===== src/rtl/rate_sequencer.sv =====
// rate_sequencer: controller for the rate-divider / hex-counter datapath.
// A down-counting divider produces one-cycle ticks. The period changes over
// four speed stages, and TICKS_PER_STAGE ticks are spent in each stage.
// Build option: define RATE_SEQ_LOOP_EN to restart at the first stage after
// stage 3 instead of finishing through DONE.
module rate_sequencer #(
    parameter int PERIOD_W        = 28,
    parameter int PERIOD0         = 4,
    parameter int PERIOD1         = 3,
    parameter int PERIOD2         = 2,
    parameter int PERIOD3         = 1,
    parameter int TICKS_PER_STAGE = 3
) (
    input  logic       clock,
    input  logic       reset_n,
    input  logic       start,
    input  logic [1:0] start_sel,
    input  logic       pause,
    input  logic       abort,
    output logic       tick,
    output logic [3:0] count,
    output logic [1:0] stage,
    output logic       busy,
    output logic       done
);

    typedef enum logic [1:0] {IDLE, RUN, PAUSE, DONE} state_t;

    localparam logic [3:0] LAST_COUNT = 4'(TICKS_PER_STAGE - 1);

    state_t              state, state_next;
    logic [PERIOD_W-1:0] div, div_next;
    logic [3:0]          count_next;
    logic [1:0]          stage_next;
    logic                tick_next, done_next;
`ifdef RATE_SEQ_LOOP_EN
    logic [1:0]          start_stage, start_stage_next;
`endif

    // Reload value of the divider for a given stage: the period minus one,
    // so that a tick is issued exactly PERIODn cycles apart.
    function automatic logic [PERIOD_W-1:0] reload(input logic [1:0] s);
        case (s)
            2'd0:    reload = PERIOD_W'(PERIOD0 - 1);
            2'd1:    reload = PERIOD_W'(PERIOD1 - 1);
            2'd2:    reload = PERIOD_W'(PERIOD2 - 1);
            default: reload = PERIOD_W'(PERIOD3 - 1);
        endcase
    endfunction

    assign busy = (state == RUN) || (state == PAUSE);

    // State register and all registered outputs, synchronous active-low reset.
    // NOTE: non-blocking assignments here so every register samples the
    // pre-edge values computed by the combinational block.
    always_ff @(posedge clock) begin
        if (!reset_n) begin
            state       <= IDLE;
            div         <= '0;
            count       <= '0;
            stage       <= '0;
            tick        <= 1'b0;
            done        <= 1'b0;
`ifdef RATE_SEQ_LOOP_EN
            start_stage <= '0;
`endif
        end else begin
            state       <= state_next;
            div         <= div_next;
            count       <= count_next;
            stage       <= stage_next;
            tick        <= tick_next;
            done        <= done_next;
`ifdef RATE_SEQ_LOOP_EN
            start_stage <= start_stage_next;
`endif
        end
    end

    // Next-state and next-register logic; abort beats pause beats start.
    always_comb begin
        // NOTE: every target gets a default first so no path infers a latch;
        // ticks and done are pulses and default low, the rest hold.
        state_next       = state;
        div_next         = div;
        count_next       = count;
        stage_next       = stage;
        tick_next        = 1'b0;
        done_next        = 1'b0;
`ifdef RATE_SEQ_LOOP_EN
        start_stage_next = start_stage;
`endif
        case (state)
            IDLE: begin
                if (start && !abort) begin
                    state_next       = RUN;
                    stage_next       = start_sel;
                    div_next         = reload(start_sel);
                    count_next       = '0;
`ifdef RATE_SEQ_LOOP_EN
                    start_stage_next = start_sel;
`endif
                end
            end
            RUN: begin
                if (abort) begin
                    state_next = IDLE;
                    div_next   = '0;
                    count_next = '0;
                    stage_next = '0;
                end else if (pause) begin
                    state_next = PAUSE;
                end else if (div != '0) begin
                    div_next = div - 1'b1;
                end else begin
                    tick_next = 1'b1;
                    if (count == LAST_COUNT) begin
                        count_next = '0;
                        if (stage != 2'd3) begin
                            stage_next = stage + 2'd1;
                            div_next   = reload(stage + 2'd1);
                        end else begin
                            done_next = 1'b1;
`ifdef RATE_SEQ_LOOP_EN
                            stage_next = start_stage;
                            div_next   = reload(start_stage);
`else
                            state_next = DONE;
`endif
                        end
                    end else begin
                        count_next = count + 4'd1;
                        div_next   = reload(stage);
                    end
                end
            end
            PAUSE: begin
                if (abort) begin
                    state_next = IDLE;
                    div_next   = '0;
                    count_next = '0;
                    stage_next = '0;
                end else if (!pause) begin
                    state_next = RUN;
                end
            end
            DONE: begin
                state_next = IDLE;
            end
            default: begin
                state_next = IDLE;
            end
        endcase
    end

endmodule


===== config.mk =====
export PLATFORM = sky130hd
export DESIGN_NAME = rate_sequencer
export DESIGN_NICKNAME = d
export VERILOG_FILES = /design/src/rtl/rate_sequencer.sv
export SDC_FILE = /design/constraint.sdc
export NUM_CORES = 1
export LEC_CHECK = 0
export BUFFER_PORTS_ARGS = -buffer_cell sky130_fd_sc_hd__buf_2
export CORE_ASPECT_RATIO = 0.7
export CORE_MARGIN = 2
export CORE_UTILIZATION = 38
export CTS_CLUSTER_SIZE = 40
export DETAILED_ROUTE_END_ITERATION = 8
export SLEW_MARGIN = 20
export SYNTH_ARGS = -nofsm -noshare
export SYNTH_HDL_FRONTEND = slang
export SYNTH_SLANG_ARGS = --single-unit

===== constraint.sdc =====
create_clock -name clock -period 2.89 [get_ports clock]
set_clock_uncertainty 0.15 [all_clocks]
set_input_delay 0.289 -clock clock [delete_from_list [all_inputs] [get_ports clock]]
set_output_delay 0.289 -clock clock [all_outputs]
set_load 0.03 [all_outputs]

# Word level (Yosys, flattened, before mapping)
# Cells that the tools add are included.
# totals
input_bits,7
output_inout_bits,9
word_cells,86
register_bits,38
# op_classes
n_eq_ne,22
muxes,37
bitwise,3
add_sub_neg,3
reduce_logical,15
# ops
operator,n
two-way mux 28 bit,7
case mux 28 bit (3 select lines),1
two-way mux 2 bit,15
nonzero test 28 bit,1
"subtractor 28 x 1 -> 28 bit, second input constant",1
two-way mux 4 bit,6
case mux 2 bit (3 select lines),4
AND reduction 5 bit,3
case mux 4 bit (3 select lines),1
"equality test 2 bit, second input constant",5
"inequality test 3 bit, second input constant",3
"equality test 2 x 1 -> 1 bit, second input constant",4
zero test 2 bit,4
"inequality test 4 bit, second input constant",2
case mux 2 bit (4 select lines),1
AND reduction 7 bit,1
"inequality test 2 bit, second input constant",3
"inequality test 3 x 2 -> 1 bit, second input constant",2
OR reduction 6 bit,1
"inequality test 5 x 4 -> 1 bit, second input constant",1
"adder 4 x 1 -> 4 bit, second input constant",1
"equality test 4 x 2 -> 1 bit, second input constant",1
"inequality test 4 x 3 -> 1 bit, second input constant",1
OR reduction 4 bit,1
7 further kinds,10

# Depth between registers and ports, before layout
# Gate-level depths: netlist of run 1.
# depth
word_depth,9
mapped_depth,9
ltp_nobuf,7

# Worst setup path after synthesis of run 1
# OpenSTA, ideal clock, no wires.
# synth_timing
path_kind,register -> register
from,reg div[8]
to,reg div[27]
setup_ns,0.063
path_stages_with_launch,8
t_arrival_ns,2.593
n_path_buf,2
required_time_ns,2.677
setup_slack_ns,0.085
cell_sequence,dfxtp_1 or4_1 buf_2 or4_4 buf_4 or4_4 or4_1 nand3_1
# synth_between
elab_chain_len,5
# synth_rtl
item,line,rtl
start: declaration,32,"logic [PERIOD_W-1:0] div, div_next;"
start signal: assignment,69,div <= div_next;
subtractor 28 x 1 -> 28 bit or nonzero test 28 bit (tied branches),"114, 113",
two-way mux 28 bit,113,end else if (div != '0) begin
two-way mux 28 bit,111,end else if (pause) begin
two-way mux 28 bit,106,if (abort) begin
case mux 28 bit (3 select lines),93,case (state)
# Parallel ways exist; a longest one is shown, timed or not. The select of a mux whose other input is x is not followed.
# A chain may end at the register's enable or synchronous reset.

# Worst setup path after layout of run 1
# Ends and elaborated chain as after synthesis.

==> results of run 1 <==
==> layer usage <==
layer	wire length [µm]	vias up
li1	-	1150
met1	3350	1022
met2	2270	54
met3	417	4
met4	38	0
met5	0	-
==> state kept, by name (all words and copies together) (netlist names) <==
register and flops:
stage 2, div 28, tick 1, state 2, done 1, count 4
==> cells by family after synthesis <==
family / Yosys count / synth area share, %
compound gates: 94 / 25.4
buf+inv: 27 / 4.95
simple gates: 112 / 29.5
mux: 1 / 0.431
flops: 38 / 32.7
fa+ha+maj: 13 / 7.00
==> cell usage after synthesis (2+ instances only) <==
master	number
dfxtp_1	38
ha_1	13
o211ai_1	6
inv_1	12
nor4_1	7
clkbuf_1	10
and3_1	2
nor2b_1	5
a21oi_1	30
nand2_1	12
or3_1	20
or4_4	2
o41ai_1	3
nor2_1	10
o31ai_1	13
a32o_1	2
buf_2	2
nand4b_1	2
o2111ai_1	2
a31oi_1	2
a21boi_0	2
or4_1	16
a311oi_1	2
o21ai_0	25
nor3_1	8
nor3b_1	2
nand3_1	10
nand2b_1	6
==> power by group <==
| part | internal (µW) | switching (µW) |
|---|---|---|
| logic | 352 | 532 |
| registers | 575 | 58.7 |
| clock network | 166 | 177 |
| total | 1090 | 767 |
==> metrics by stage <==
stage / setup slack (ns) / cells / hold slack, ns
floorplan: 0.0848 / 285 / 0.296
global placement: 0.191 / 377 / 0.327
detailed placement: 0.175 / 377 / 0.328
CTS: 0.158 / 384 / 0.188
global route: 0.0597 / 384 / 0.213
finish: 0.155 / 384 / 0.199
==> cell type report <==
type                            instances  area [µm²]  share of cell area (%)
Timing Repair Buffer                   31         195                    7.40
Inverter                               13        48.8                    1.85
Multi-Input combinational cell        220        1460                    55.5
Sequential cell                        38         761                    28.8
Clock buffer                            7        76.3                    2.89
Tap cell                               75        93.8                    3.56
==> final timing paths <==
kind,slack [ns],endpoint,startpoint
worst max-delay path,0.15,div[27],div[8]
worst min-delay path,0.20,done,pause
worst max register to register,0.15,div[27],div[8]
worst min register to register,0.34,div[17],div[17]
==> worst reg2reg max path, delay by kind of cell, from the launching register on <==
kind             cells  cell delay (ns)
AND/OR/NAND/NOR      5             2.19
flip-flops           1             0.34
==> cell usage in the layout (no fill, tap or decap), drive strengths merged, types with 10 or more instances in the layout <==
master and n:
o21ai 25, dfxtp 38, nor2 10, inv 12, ha 13, buf 31
or3 20, or4 18, nand3 10, nand2 12, a21oi 30, o31ai 13
==> impl_results.md, run 1 <==
- Fin crit share: 94.7%
- CTS sink count: 38
- Floorplan Core Area: 5810 µm²
- CTS Hold Bufs: 0
- TritonCTS clock tree: built
- Crit. End Element: flop
- Worst-path cell chain: or4_1 > or4_4 > or4_4 > or4_1 > nand3_1
- Synth top area share: 32.7%
- Syn_nets: 305
- Max incr delay on CP: 0.62 ns
- WHS Path Cells: 4
- FFs w/ async S/R, synth: 0%
- Iteration-0 DRC Markers: 167
- Post_cts resized: 0
- Initial Utilization: 40.0%
- Seq/Total Area, Yosys: 32.7%
- Wire per inst: 15.8 µm
- Final Instance Area: 2640 µm²
- CP startpoint kind: flop
- H-tree Lvls: 2
- Flops & latches, synth: 38
- Mean Syn Cell Area: 8.15 µm²
- Slew @ Worst Pin: 0.463 ns
- RD Place Congestion: 0.878
- PD cells: 705 nW/µm²
- Met2 Resource Use GR: 21.4%
- Drt first pass iters: 4
- EDFF count, synth: 0
- Area Growth Syn to Fin: 13.6%
- GRT met3 Usage: 4.33%
- WS Path Type: reg -> reg
- DIE WIDTH: 97.5 µm
- Rows: 23
- Critical path depth in cells: 5
- Worst path slowest cell: or4_4
- Routing usage on met1: 29.1%
- Crit-path max FO: 11
- Postcts setup bufs: 0
- Largest net degree at the start of global routing: 28
- Clock Path Buffers: 2
- Area after DPL: 2560 µm²
- Vias in the first global route: 1,878
- Reg2reg path depth: 5
- Min Tclk post-route: 2.74 ns
- Initial antenna violation count: 0
- Main area contributors after synthesis: dfxtp_1, ha_1, a21oi_1, o21ai_0, or3_1
- Synth warnings: 0
- Outcome: finished clean
- Overall via count from detail_route: 2,230
- # DRC: 0
- Num CTS Buffers: 5
- Yosys cell types: 49
- Worst ir drop on vdd: 250 µV
- Top_reg_cell synth: dfxtp_1
- Worst hold path type: in -> reg
- N_diodes: 0
- Slew HR: 68.3%
- CP Data Arrival Time: 2.82 ns
- NumNets Final: 329
- I/O pins: 16
- Clock root cell: clkbuf_8
- RSZ-0062 raised after global routing: false
- Cells after synthesis: 285
- HPWL Detailed: 4420 µm
- Die height: 69.4 µm
- Pwr Total: 1860 µW
- Setup TNS: 0 ns
- Critical path required time: 2.98 ns
- Max frequency: 366 MHz
- Grt peak-use layer: met1
- Antenna viol nets, final: 0
- Layout fillers: 584
- Share of layout cells above drive strength 1: 14.2%
- Slew Limit Fails: 0
- Final setup fails: 0
- Final hold violations: 0
- Max Cap Violations: 0
- DIE AREA: 6770 µm²
- Via/cell ratio: 5.81
- CP Buf/Inv Count: 0
- Worst-Skew Late Latency: 0.29 ns
- Post-layout util: 45.4%
- DRT Wirelength: 6080 µm
- Top Family by Delay on Critical Path: simple AND/OR/NAND/NOR gates
- Leakage: 0.00102 µW
- Cell taking the most area after synthesis: dfxtp_1
- Netlist Area Pre-Place: 2320 µm²
- Clock slew seen by the registers of the worst setup and hold paths: 0.07 ns
- Grt ovf: 0
- GRT Total Usage: 17.6%
- First-pass GRT wire length: 9680 µm
- Port-buffer cells: 15
No activity file was read; power rests on OpenSTA's default activity.
==> run 2, diff against run 1 <==
--- a/config.mk
+++ b/config.mk
@@ -8,7 +8,7 @@
 export BUFFER_PORTS_ARGS = -buffer_cell sky130_fd_sc_hd__buf_2
 export CORE_ASPECT_RATIO = 0.7
 export CORE_MARGIN = 2
-export CORE_UTILIZATION = 38
+export CORE_UTILIZATION = 35
 export CTS_CLUSTER_SIZE = 40
 export DETAILED_ROUTE_END_ITERATION = 8
 export SLEW_MARGIN = 20
==> run 2 against run 1 <==
Combinational power up 2.4%. Total power up 3.3%. Sequential share of layout area fell by 0.46 points. Non-clock buffer count grew 1. Sequential power hardly changed. Routed wire length grew 1.5%. Critical path depth did not move. Maximum frequency barely moved. Die area grew 8.1%. Clock power increased by 12%. Critical endpoint unchanged. Largest power group unchanged.
==> impl_results.md, run 2 (synthesis results as in run 1) <==
- Outcome: finished clean
- RSZ-0062 raised after global routing: false
- DRT Wirelength: 6170 µm
- Placed insts: 394
- Share of layout cells above drive strength 1: 15.1%
- Leakage: 0.00103 µW
- WS Path Type: reg -> reg
- Iteration-0 DRC Markers: 126
- Finished Layout Cells: 402
- Worst ir drop on vdd: 278 µV
- Largest net degree at the start of global routing: 28
- TritonCTS clock tree: built
- Grt ovf: 0
- Clock root cell: clkbuf_8
- Max incr delay on CP: 0.61 ns
- CTS Hold Bufs: 0
- Most frequent cells in the layout: dfxtp_1, a21oi_1, o21ai_0
- Area Growth Syn to Fin: 15.4%
- Overall via count from detail_route: 2,345
- Max frequency: 366 MHz
- Largest registers: div: 28 flops, count: 4 flops
- RD Place Congestion: 0.856
- Worst path slowest cell: or4_4
- Fin crit share: 94.6%
- Worst hold path type: in -> reg
- Min Tclk post-route: 2.73 ns
- Final hold violations: 0
- WHS: 0.187 ns
- Critical path required time: 2.98 ns
- Initial Utilization: 36.7%
- Final setup fails: 0
- I/O pins: 16
- First-pass GRT wire length: 10,100 µm
- Crit. End Element: flop
- HPWL Detailed: 4580 µm
- Slew HR: 64.7%
- Most common cell after layout, fill and taps aside: dfxtp_1
- Port-buffer cells: 15
- # DRC: 0
- Largest register FFs: 28
- DIE AREA: 7320 µm²
- Antenna viol nets, final: 0
- Reg2reg path depth: 5
- Rows: 24
- CP Buf/Inv Count: 0
- Vias in the first global route: 2,000
- WHS Path Cells: 4
- PD cells: 717 nW/µm²
- Drt first pass iters: 5
- Postcts setup bufs: 0
- CP startpoint kind: flop
- Setup TNS: 0 ns
- Max Cap Violations: 0
- Floorplan Core Area: 6340 µm²
- Slew Limit Fails: 0
- Top reg by flops: div
- N_diodes: 0
- Clock slew seen by the registers of the worst setup and hold paths: 0.07 ns
- H-tree Lvls: 2
- Worst-path cell chain: or4_1 > or4_4 > or4_4 > or4_1 > nand3_1
- NumNets Final: 330
- GRT Total Usage: 17.7%
- DIE WIDTH: 101 µm
- Worst-Skew Late Latency: 0.30 ns
- Crit-path max FO: 11
- Top Family by Delay on Critical Path: simple AND/OR/NAND/NOR gates
- Clock Path Buffers: 2
- Initial antenna violation count: 0
- Num CTS Buffers: 5
- Critical path depth in cells: 5
- Slew @ Worst Pin: 0.525 ns
- CTS sink count: 38
- Via/cell ratio: 5.83
- Die height: 72.2 µm
- CP Data Arrival Time: 2.83 ns
- Wire per inst: 15.3 µm
- Post_cts resized: 0
-- run 2: cell type report --
class,count,area [µm²]
Fill cell,670,3650
Multi-Input combinational cell,220,1460
Sequential cell,38,761
Timing Repair Buffer,32,203
Tap cell,91,114
Clock buffer,7,86.3
Inverter,13,48.8
Clock inverter,1,5.00
-- run 2: metrics by stage --
step	util [%]	setup slack [ns]	area [µm²]	total power, µW
after floorplan	-	0.0848	2320	1260
after global placement	40.9	0.192	2590	1530
after detailed placement	40.9	0.172	2590	1540
after CTS	42.3	0.148	2680	1920
after global routing	42.3	0.0720	2680	2070
final	42.3	0.155	2680	1920
-- run 2: where the power goes --
| group | total [µW] | internal (µW) | switching, µW | leakage, µW |
|---|---|---|---|---|
| clock network | 383 | 192 | 190 | 0.0000482 |
| logic | 905 | 367 | 537 | 0.000673 |
| registers | 634 | 575 | 59.3 | 0.000308 |
| total | 1920 | 1130 | 787 | 0.00103 |
-- run 2: metal layers --
| metal | vias up | share of wire [%] | track usage, % |
|---|---|---|---|
| li1 | 1153 | - | - |
| met1 | 1105 | 54 | 28.6 |
| met2 | 79 | 38 | 22.1 |
| met3 | 8 | 7.0 | 4.34 |
| met4 | 0 | 1.2 | 5.71 |
| met5 | - | 0 | 0 |
-- run 2: path summary, 6_finish.rpt --
check             slack, ns    start  endpoint
setup / recovery       0.16   div[8]   div[27]
hold / removal         0.19    pause      tick
hold reg to reg        0.34  div[11]   div[11]
setup reg to reg       0.16   div[8]   div[27]
-- run 2: worst reg2reg max path: stages, from the launching register on --
cell and delay (ns):
dfxtp_1 0.35, or4_1 0.55, or4_4 0.61, or4_4 0.54, or4_1 0.40, nand3_1 0.08
==> run 3, diff against run 2 <==
--- a/config.mk
+++ b/config.mk
@@ -6,11 +6,13 @@
 export NUM_CORES = 1
 export LEC_CHECK = 0
 export BUFFER_PORTS_ARGS = -buffer_cell sky130_fd_sc_hd__buf_2
-export CORE_ASPECT_RATIO = 0.7
+export CORE_ASPECT_RATIO = 1.4
 export CORE_MARGIN = 2
 export CORE_UTILIZATION = 35
 export CTS_CLUSTER_SIZE = 40
 export DETAILED_ROUTE_END_ITERATION = 8
+export GPL_ROUTABILITY_DRIVEN = 0
+export PLACE_DENSITY_LB_ADDON = 0.08
 export SLEW_MARGIN = 20
 export SYNTH_ARGS = -nofsm -noshare
 export SYNTH_HDL_FRONTEND = slang
==> run 3 against run 2 <==
Total power increased by 1.5%. Combinational power is 2.9% higher. Sequential share of layout area is 0.093 points higher. Critical endpoint unchanged. Largest power group unchanged. Highest routed layer unchanged.
==> impl_results.md, run 3 (synthesis results as in run 1) <==
- RSZ-0062 raised after global routing: false
- Sw frac: 41.4%
- Largest net degree at the start of global routing: 26
- Final hold violations: 0
- Worst-path cell chain: or4_1 > or4_4 > or4_4 > or4_1 > nand3_1
- Via/cell ratio: 5.82
- Outcome: finished clean
- DRT Wirelength: 6530 µm
- Critical path required time: 2.97 ns
- Slew @ Worst Pin: 0.552 ns
- Slew Limit Fails: 0
- Overall via count from detail_route: 2,241
- Largest registers: div: 28 flops, count: 4 flops
- Post_cts resized: 0
- Worst-Skew Late Latency: 0.29 ns
- Clk pwr share: 20.0%
- TritonCTS clock tree: built
- GRT Total Usage: 18.7%
- Crit. End Element: flop
- Reg2reg setup slack: 0.18 ns
- Drt first pass iters: 4
- Largest register FFs: 28
- Antenna viol nets, final: 0
- CTS sink count: 38
- Wire per inst: 17.0 µm
- Max incr delay on CP: 0.60 ns
- Grt ovf: 0
- HPWL Detailed: 4710 µm
- Final Instance Area: 2670 µm²
- Seq pwr share: 32.3%
- Max Cap Violations: 0
- Top reg by flops: div
- Worst hold path type: in -> reg
- Die height: 100 µm
- DIE AREA: 7320 µm²
- Iteration-0 DRC Markers: 79
- Postcts setup bufs: 0
- Slew HR: 62.7%
- WS Path Type: reg -> reg
- PD cells: 730 nW/µm²
- Clock slew seen by the registers of the worst setup and hold paths: 0.08 ns
- Final setup fails: 0
- Fin crit share: 93.7%
- Top Family by Delay on Critical Path: simple AND/OR/NAND/NOR gates
- Initial Utilization: 35.6%
- Most frequent cells in the layout: dfxtp_1, a21oi_1, o21ai_0
- Critical R2R Launch: div[8]
- Share of layout cells above drive strength 1: 15.1%
- CP Buf/Inv Count: 0
- Setup TNS: 0 ns
- Switching Power: 809 µW
- Footprint of the multi-input gates: 1460 µm²
- Area Growth Syn to Fin: 15.0%
- First-pass GRT wire length: 10,700 µm
- Port-buffer cells: 15
- Num CTS Buffers: 5
- Combinational share of power: 47.7%
- Clock Path Buffers: 2
- Worst hold start: pause
- Layout fillers: 699
- DIE WIDTH: 72.9 µm
- Vias in the first global route: 2,179
- Most common cell after layout, fill and taps aside: dfxtp_1
- WHS Path Cells: 4
- # DRC: 0
- Worst path slowest cell: or4_4
- Endpoint of the worst hold path: tick
- H-tree Lvls: 2
- Floorplan Core Area: 6530 µm²
- CP Data Arrival Time: 2.79 ns
- WHS: 0.181 ns
- Rows: 35
- NumNets Final: 330
- Max frequency: 369 MHz
- CP startpoint kind: flop
- Pint: 1140 µW
- R2R Path End: div[27]
- Register area: 761 µm²
- N_diodes: 0
- CTS Hold Bufs: 0
- Area after DPL: 2580 µm²
- Clock root cell: clkbuf_8
- Reg2reg path depth: 5
- Initial antenna violation count: 0
- Min Tclk post-route: 2.71 ns
- I/O pins: 16
- Leakage: 0.00104 µW
- Worst ir drop on vdd: 250 µV
- Crit-path max FO: 8
==> run 3: final cells by class <==
class,instances,share of cell area [%]
tap,74,3.46
inverter,13,1.83
sequential,38,28.5
clock inverter,1,0.187
timing repair buffer,32,8.05
multi-input combinational,220,54.8
clock buffer,7,3.23
==> run 3: power groups by stage <==
stage	Clock [µW]	Combinational, µW	Sequential [µW]
6_report	391	931	629
5_1_grt	434	1030	641
4_1_cts	407	932	630
3_5_place_dp	0	925	642
3_3_place_gp	0	919	642
2_1_floorplan	0	617	639
==> run 3: metrics by stage <==
step                      worst slack (ns)  utilization (%)  cells  power, µW
final                                0.181             41.0    385       1950
after global routing                0.0117             41.0    385       2100
after CTS                            0.168             41.0    385       1970
after detailed placement             0.184             39.6    377       1570
after global placement               0.224             39.6    377       1560
after floorplan                     0.0848                -    285       1260
==> run 3: worst max path at each step <==
stage / depth (start not counted) / from / end
3_3_place_gp: 5 / div[8] / div[27]
6_report: 5 / div[8] / div[27]
3_5_place_dp: 5 / div[8] / div[27]
4_1_cts: 5 / div[8] / div[27]
5_1_grt: 6 / div[8] / div[1]
2_1_floorplan: 7 / div[8] / div[27]
==> run 3: routing by layer <==
metal  up-vias  wire (µm)  GRT usage (%)
li1       1156          -              -
met1      1043       2980           22.3
met2        31       3260           33.2
met3        11        131           2.91
met4         0        151           7.12
met5         -          0              0
==> run 3: worst reg2reg max path, cell delays in order, from the launching register on <==
cell and delay (ns):
dfxtp_1 0.34, or4_1 0.54, or4_4 0.60, or4_4 0.54
or4_1 0.41, nand3_1 0.07
